File: src/rtl/config_frame_loader.sv
// Configuration word stream loader: finds the sync word, decodes frame headers
// and drives frame data, row select and a one-cycle strobe into the frame latches.
module config_frame_loader #(
    parameter int          FrameBitsPerRow = 32,
    parameter int          MaxFramesPerCol = 20,
    parameter int          NumberOfRows    = 16,
    parameter int          RowSelectWidth  = 5,
    parameter int          DesyncFlag      = 20,
    parameter logic [31:0] SyncWord        = 32'hFAB0_FAB1
) (
    input  logic                       CLK,
    input  logic                       RST,
    input  logic [FrameBitsPerRow-1:0] WriteData,
    input  logic                       WriteStrobe,
    input  logic                       FSM_Reset,
    output logic [FrameBitsPerRow-1:0] FrameData,
    output logic                       FrameStrobe,
    output logic [RowSelectWidth-1:0]  RowSelect,
    output logic                       ConfigActive,
    output logic                       HeaderError
);

    typedef enum logic [1:0] {
        IDLE   = 2'd0,
        HEADER = 2'd1,
        DATA   = 2'd2
    } state_t;

    localparam logic [4:0]              MAX_FRAMES = 5'(MaxFramesPerCol);
    localparam logic [RowSelectWidth:0] ROW_LIMIT  = (RowSelectWidth + 1)'(NumberOfRows);

    state_t                    state;
    logic [4:0]                frame_count;

    logic [RowSelectWidth-1:0] hdr_row;
    logic [4:0]                hdr_frames;
    logic                      hdr_desync;
    logic                      hdr_is_sync;
    logic                      hdr_illegal;

    // Header fields are decoded straight off the incoming word.
    always_comb begin
        hdr_row     = WriteData[RowSelectWidth-1:0];
        hdr_frames  = WriteData[12:8];
        hdr_desync  = WriteData[DesyncFlag];
        hdr_is_sync = (WriteData == SyncWord);
        hdr_illegal = (hdr_frames == 5'd0) || (hdr_frames > MAX_FRAMES)
                      || ({1'b0, hdr_row} >= ROW_LIMIT);
    end

    always_ff @(posedge CLK or posedge RST) begin
        if (RST) begin
            state        <= IDLE;
            frame_count  <= '0;
            FrameData    <= '0;
            FrameStrobe  <= 1'b0;
            RowSelect    <= '0;
            ConfigActive <= 1'b0;
            HeaderError  <= 1'b0;
        end else if (FSM_Reset) begin
            state        <= IDLE;
            frame_count  <= '0;
            FrameData    <= '0;
            FrameStrobe  <= 1'b0;
            RowSelect    <= '0;
            ConfigActive <= 1'b0;
            HeaderError  <= 1'b0;
        end else begin
            FrameStrobe <= 1'b0;
            if (WriteStrobe) begin
                case (state)
                    IDLE: begin
                        if (hdr_is_sync) begin
                            state        <= HEADER;
                            ConfigActive <= 1'b1;
                        end
                    end
                    HEADER: begin
                        if (hdr_is_sync) begin
                            state <= HEADER;
                        end else if (hdr_desync) begin
                            state        <= IDLE;
                            ConfigActive <= 1'b0;
                        end else if (hdr_illegal) begin
                            state        <= IDLE;
                            ConfigActive <= 1'b0;
                            HeaderError  <= 1'b1;
                        end else begin
                            state       <= DATA;
                            RowSelect   <= hdr_row;
                            frame_count <= hdr_frames;
                        end
                    end
                    DATA: begin
                        // Every word is payload here, even ones that look like sync or desync.
                        FrameData   <= WriteData;
                        FrameStrobe <= 1'b1;
                        frame_count <= frame_count - 5'd1;
                        if (frame_count == 5'd1) begin
                            state <= HEADER;
                        end
                    end
                    default: begin
                        state        <= IDLE;
                        ConfigActive <= 1'b0;
                    end
                endcase
            end
        end
    end

endmodule

File: config.mk
export PLATFORM = sky130hd
export DESIGN_NAME = config_frame_loader
export DESIGN_NICKNAME = d
export VERILOG_FILES = /design/src/rtl/config_frame_loader.sv
export SDC_FILE = /design/constraint.sdc
export NUM_CORES = 1
export LEC_CHECK = 0
export ABC_AREA = 0
export BUFFER_PORTS_ARGS = -buffer_cell sky130_fd_sc_hd__buf_4
export CELL_PAD_IN_SITES_DETAIL_PLACEMENT = 1
export CELL_PAD_IN_SITES_GLOBAL_PLACEMENT = 1
export CORE_MARGIN = 2
export CORE_UTILIZATION = 33
export DETAILED_ROUTE_END_ITERATION = 12
export PLACE_DENSITY = 0.86
export SETUP_SLACK_MARGIN = 0.4
export SLEW_MARGIN = 10
export SYNTH_ARGS = -nofsm -noshare
export SYNTH_HDL_FRONTEND = slang
export SYNTH_SLANG_ARGS = --single-unit
File: constraint.sdc
create_clock -name CLK -period 1.5 [get_ports CLK]
set_input_delay 0.075 -clock CLK [delete_from_list [all_inputs] [get_ports CLK]]
set_output_delay 0.075 -clock CLK [all_outputs]
set_load 0.01 [all_outputs]
Word level (Yosys, flattened, before mapping)

Cells that the tools add are included.

Word-level logic and storage cells: 78
Input bits: 36
Memory bits (writable): 0
Output and inout port bits: 40
Memory bits (read-only): 0
Register bits after elaboration: 47
Latch bits: 0
Memories kept: 0

$lt $le $gt $ge: 2
Muxes and demuxes: 39
Add/sub/neg operators: 1
Multipliers: 0
Bitwise operators: 0
Reduce and logical (&&, ||, !) cells: 15
Shift operators: 0
Div/mod/pow operators: 0
Equal/unequal tests: 14

Operators with widths:

| operator                                                              | count |
|---|---|
| 32-bit two-way mux                                                    | 3 |
| 5-bit two-way mux                                                     | 11 |
| 32-bit equality test, second input constant                           | 1 |
| 5-bit AND reduction                                                   | 4 |
| 1-bit two-way mux                                                     | 15 |
| 3-bit inequality test, second input constant                          | 5 |
| 2-bit two-way mux                                                     | 7 |
| 5-bit case mux with 2 select lines                                    | 1 |
| 2-bit nonzero test                                                    | 4 |
| 2-bit inequality test, second input constant                          | 3 |
| 2-bit case mux with 3 select lines                                    | 1 |
| 5-bit by 1-bit equality test with 1-bit output, second input constant | 1 |
| 5-bit >= comparator, second input constant                            | 1 |
| 5-bit greater-than comparator, second input constant                  | 1 |
| 5-bit zero test                                                       | 1 |
| 5-bit by 1-bit subtractor with 5-bit output, second input constant    | 1 |
| 4-bit inequality test, second input constant                          | 1 |
| 1-bit case mux with 3 select lines                                    | 1 |
| 3-bit AND reduction                                                   | 1 |
| 3-bit nonzero test                                                    | 1 |
| 2-bit by 1-bit equality test with 1-bit output, second input constant | 1 |
| 2-bit equality test, second input constant                            | 1 |
| 2-bit zero test                                                       | 1 |
| 1-bit logical OR                                                      | 2 |
| 2 further kinds                                                       | 2 |

Longest topological paths before layout

Depth in word-level cells: 9
Depth in mapped cells: 8
Gate-level depth less buffers: 6

Worst setup path after synthesis

OpenSTA, ideal clock, no wires.

Path type: flip-flop to flip-flop
Start point: register state[0]
End point: register frame_count[3]
Path buffers: 2
Arrival: 1.493 ns
Setup slack: -0.104 ns
Data required time: 1.389 ns
Library setup time: 0.111 ns
Stages on the path, launching flop included: 8
Period minus slack after synthesis: 1.604 ns
Path through: dfrtp_1 clkbuf_1 nor2b_1 buf_2 nand2_1 o32ai_1 a22oi_1 a2111oi_2

Word-level cells in the longest chain between the ends: 4
Elaborated cells on any way between the ends: 10
Those cells by class: 5 x eq/ne; 3 x mux; 2 x reduce/logical

RTL lines:

| what                                                                                  | RTL line | text |
|---|---|---|
| from (decl)                                                                           | 32       | `state_t state;` |
| from (signal assigned)                                                                | 53       | `state <= IDLE;` |
| from (signal assigned)                                                                | 61       | `state <= IDLE;` |
| from (signal assigned)                                                                | 74       | `state <= HEADER;` |
| 2-bit equality test or 2-bit by 1-bit equality test with 1-bit output (tied branches) | 71       | `case (state)` |
| 5-bit case mux with 2 select lines                                                    | 71       |  |
| 5-bit two-way mux                                                                     | 70       | `if (WriteStrobe) begin` |
| 5-bit two-way mux                                                                     | 60       | `end else if (FSM_Reset) begin` |
| to (signal assigned)                                                                  | 91       | `frame_count <= hdr_frames;` |
| to (signal assigned)                                                                  | 98       | `frame_count <= frame_count - 5'd1;` |
| to (decl)                                                                             | 33       | `logic [4:0] frame_count;` |

Several ways; a longest one is shown, not always the timed one. The select of a mux whose other input is x is not followed.
A chain may end at the register's enable or synchronous reset.

Final worst setup path

Start point: register state[1]
End point: register state[1]

Word-level cells in the longest chain between the ends: 4
Elaborated cells on any way between the ends: 9
Those cells by class: 4 x eq/ne; 3 x mux; 2 x reduce/logical

RTL lines:

| what                                        | RTL line |
|---|---|
| 2-bit equality test (tied with other cells) | 71 |
| 2-bit case mux with 3 select lines          | 71 |
| 2-bit two-way mux                           | 70 |
| 2-bit two-way mux                           | 60 |

Several ways; a longest one is shown, not always the timed one. The select of a mux whose other input is x is not followed.

==> Implementation_results.wiki <==
{| class="wikitable"
! Metric !! Value
|-
| Part of the Yosys area used for sequential elements || 52.0%
|-
| Series of cell instances along the critical path || and4bb_2 > nor3b_4 > buf_6 > buf_4 > buf_6 > a21oi_4 > nor2_2
|-
| Area growth syn-to-layout || 53.7%
|-
| Worst Hold Launch || WriteData[19]
|-
| Total setup violations reported at the end of the flow || 21
|-
| Last weighted congestion value of the routability-driven placer || 0.834
|-
| Min setup slack post-route || -0.108 ns
|-
| Category of the worst setup path launch point || register
|-
| Slew @ Worst Pin || 0.547 ns
|-
| Clock power share || 38.8%
|-
| Terminus of the critical flop-to-flop path || state[1]
|-
| Synthesized-area fraction occupied by ao, oa, aoi and oai cells || 13.5%
|-
| Vias per cell || 5.34
|-
| Synthesized-area fraction occupied by and/or/nand/nor cells || 25.8%
|-
| CP delay by family, top || simple AND/OR/NAND/NOR gates
|-
| Average wire per standard cell || 18.6 um
|-
| Via count of the first global-routing pass || 2394
|-
| Placement Rows || 30
|-
| Number of instances in the synthesized netlist || 249
|-
| Adder-cell area share of the yosys netlist || 1.11%
|-
| Cts bufs inserted || 5
|-
| Final Slew Violations || 0
|-
| Peak per-stage delay on the critical path || 0.46 ns
|-
| Worst reg2reg setup slack || -0.11 ns
|-
| Headroom to the max-slew limit || 63.6%
|-
| Ports placed on the boundary || 76
|-
| Die W || 86.8 um
|-
| Overall overflow remaining after global route || 0
|-
| Total power consumption of the routed design || 2540 uW
|-
| IO Port Bufs || 75
|-
| Switching Share || 23.9%
|-
| Detailed Place HPWL || 5030 um
|-
| DR pass1 iterations || 4
|-
| Initial Utilization || 33.6%
|-
| Final Routed Wirelength || 7970 um
|-
| Post-Route Utilization || 51.7%
|-
| Count of buffering cells on the critical path with inverters included || 3
|-
| Aggregate global-route resource usage || 21.6%
|-
| Commonest non-fill, non-tap cell in the layout || sky130_fd_sc_hd__buf_4
|-
| Critical path launch point || state[1]
|-
| Minimum period implied by the final worst setup slack || 1.61 ns
|-
| Worst Skew || 0.00571 ns
|-
| CTS H-tree lvls || 2
|-
| ANT nets after route || 0
|-
| Max capacitance violation total || 0
|-
| Most used cell, CP || sky130_fd_sc_hd__buf_6
|-
| Critical Path End || state[1]
|-
| Max FO, Critical Path || 7
|-
| Worst EP required || 1.73 ns
|-
| Internal power summed over all cells || 1930 uW
|-
| IR drop worst, VDD || 0.418 mV
|-
| Most instantiated flip-flop cell in the synthesis netlist || sky130_fd_sc_hd__dfrtp_1
|-
| Setup repair after global routing missed its margin || true
|-
| Part of the total power dissipated in combinational logic || 10.8%
|-
| Max Clock Freq || 622 MHz
|-
| Global-route wire length before repair || 12500 um
|-
| Layout cells sized above 1 || 47.0%
|-
| Crit path capture type || register
|-
| Number of flops mapped to enable cells by yosys || 0
|-
| YS warnings || 0
|-
| Hold Crit Class || in -> reg
|-
| Number of remaining DRC errors || 0
|-
| Combinational family with the most area after synthesis || simple AND/OR/NAND/NOR gates
|-
| Bufs on Longest Clock Path || 2
|-
| Avg Cell Area, Syn || 9.07 sq um
|-
| Non-Filler Instances || 429
|-
| Clock latency at the later pin of the worst-skew pair || 0.30 ns
|-
| CP Depth || 7
|-
| Area of the core || 6720 sq um
|-
| Static leakage || 0.00157 uW
|-
| Full die area || 7530 sq um
|-
| Data arrival time of the critical path || 1.84 ns
|-
| Unique masters post-synth || 45
|-
| Cells after DPL || 404
|-
| Proportion of synthesized flip-flops having asynchronous set or reset || 100%
|-
| Clock tree from TritonCTS || built
|-
| Pin count of the biggest net entering global routing || 48
|-
| Height of the die || 86.8 um
|-
| Post-synthesis share of cell area spent on xor and xnor gates || 0%
|-
| Iter 0 DRT Violations || 113
|-
| Number of cells on the worst reg-to-reg path || 7
|-
| Overall via count from detail_route || 2289
|-
| Worst r2r src || state[1]
|-
| Net count of the mapped netlist || 287
|-
| Nets@finish || 386
|-
| Violations in the final reports || setup timing
|-
| Total inserted antenna cells || 0
|-
| Top library cells by usage in the layout, fill and taps aside || sky130_fd_sc_hd__buf_4 (92), sky130_fd_sc_hd__nand2_1 (57), sky130_fd_sc_hd__dfrtp_1 (45), sky130_fd_sc_hd__a21oi_1 (31), sky130_fd_sc_hd__nand2_2 (19)
|-
| Post-route fraction of the period consumed by the critical path || 107%
|-
| Setup TNS || -0.683 ns
|-
| Initial antenna violation count || 0
|-
| Seq pwr share || 50.4%
|-
| Portion of netlist area occupied by mux cells || 3.16%
|-
| Number of failing hold endpoints at the final stage || 0
|-
| Cell area after synthesis || 2260 sq um
|-
| Switching Power || 608 uW
|-
| Flop and latch count out of synthesis || 47
|-
| Cell Pwr Density || 732 nW/um^2
|-
| Number of sinks driven by the clock tree || 47
|-
| Run status || finished with violations
|-
| Root buffer cell || sky130_fd_sc_hd__clkbuf_8
|-
| Slowest CP cell || sky130_fd_sc_hd__dfrtp_2
|-
| Clock slew at reported path FFs || 0.09 ns
|-
| Type of the worst setup path || reg -> reg
|}
==> cell type report <==
| cell class | count | area (sq um) |
|---|---|---|
| Sequential cell | 47 | 1180 |
| Inverter | 6 | 26.3 |
| Clock inverter | 2 | 35.0 |
| Multi-Input combinational cell | 180 | 1130 |
| Fill cell | 787 | 3250 |
| Timing Repair Buffer | 108 | 922 |
| Tap cell | 80 | 100 |
| Clock buffer | 6 | 82.6 |
==> metal layers <==
| layer | global-route usage [%] | wire (um) | vias up |
|---|---|---|---|
| met5 | 0 | 0 | - |
| met4 | 3.69 | 74 | 0 |
| met3 | 4.48 | 392 | 6 |
| met2 | 39.5 | 4230 | 67 |
| met1 | 26.4 | 3270 | 1168 |
| li1 | - | - | 1048 |
==> worst min-delay path by stage <==
stage                    end  depth (start not counted)
2_1_floorplan   ConfigActive                          1
3_3_place_gp   FrameData[25]                          3
3_5_place_dp   FrameData[24]                          3
4_1_cts        FrameData[14]                          3
5_1_grt        FrameData[21]                          3
6_report       FrameData[19]                          3
==> Yosys cell counts, types with 3 or more instances <==
cell                       instances  area [sq um]
sky130_fd_sc_hd__nand2_1          77           289
sky130_fd_sc_hd__dfrtp_1          47          1180
sky130_fd_sc_hd__a21oi_1          36           180
sky130_fd_sc_hd__nor2_1           12          45.0
sky130_fd_sc_hd__clkbuf_1          9          33.8
sky130_fd_sc_hd__inv_1             6          22.5
sky130_fd_sc_hd__mux2i_1           6          60.1
sky130_fd_sc_hd__buf_2             5          25.0
sky130_fd_sc_hd__and3_1            4          25.0
sky130_fd_sc_hd__nor4_1            4          25.0
sky130_fd_sc_hd__o21ai_0           4          20.0
sky130_fd_sc_hd__nand4b_1          3          26.3
==> per-stage QoR <==
| step | setup slack [ns] | hold WS [ns] | cell area, sq um |
|---|---|---|---|
| after floorplan | 0.0316 | 0.0983 | 2330 |
| after global placement | -0.0583 | 0.160 | 3010 |
| after detailed placement | -0.111 | 0.163 | 3010 |
| after CTS | -0.0472 | 0.00813 | 3400 |
| after global routing | -0.175 | 0.00930 | 3470 |
| final | -0.108 | 0.0104 | 3470 |
==> power groups by stage <==
| stage | logic (uW) | registers [uW] | clock network (uW) |
|---|---|---|---|
| final | 275 | 1280 | 987 |
| after global routing | 297 | 1280 | 1050 |
| after CTS | 268 | 1280 | 1000 |
| after detailed placement | 245 | 1310 | 0 |
| after global placement | 239 | 1300 | 0 |
| after floorplan | 104 | 1300 | 0 |
==> tightest hold or removal path, delay by kind of cell <==
kind / cells / cell delay, ns
AOI/OAI and AO/OA: 1 / 0.04
buffers and inverters: 1 / 0.12
and+or+nand+nor: 1 / 0.05
==> cells by family after synthesis <==
group           Yosys count
compound gates           52
buf+inv                  22
fa+ha+maj                 2
flops                    47
simple gates            119
mux                       7
==> registers in the layout (all words and copies together), names as in the netlist <==
signal,count
ConfigActive,1
state,2
FrameStrobe,1
HeaderError,1
RowSelect,5
frame_count,5
FrameData,32
==> repair_timing <==
item,CTS,global route
setup buffers,10,4
gates cloned,2,0
pin swaps,7,3
resized for setup,43,11
hold buffers,1,0
endpoints found under the hold margin,47,0
setup endpoints to repair,47,47
Power figures use the tool's default switching activity.
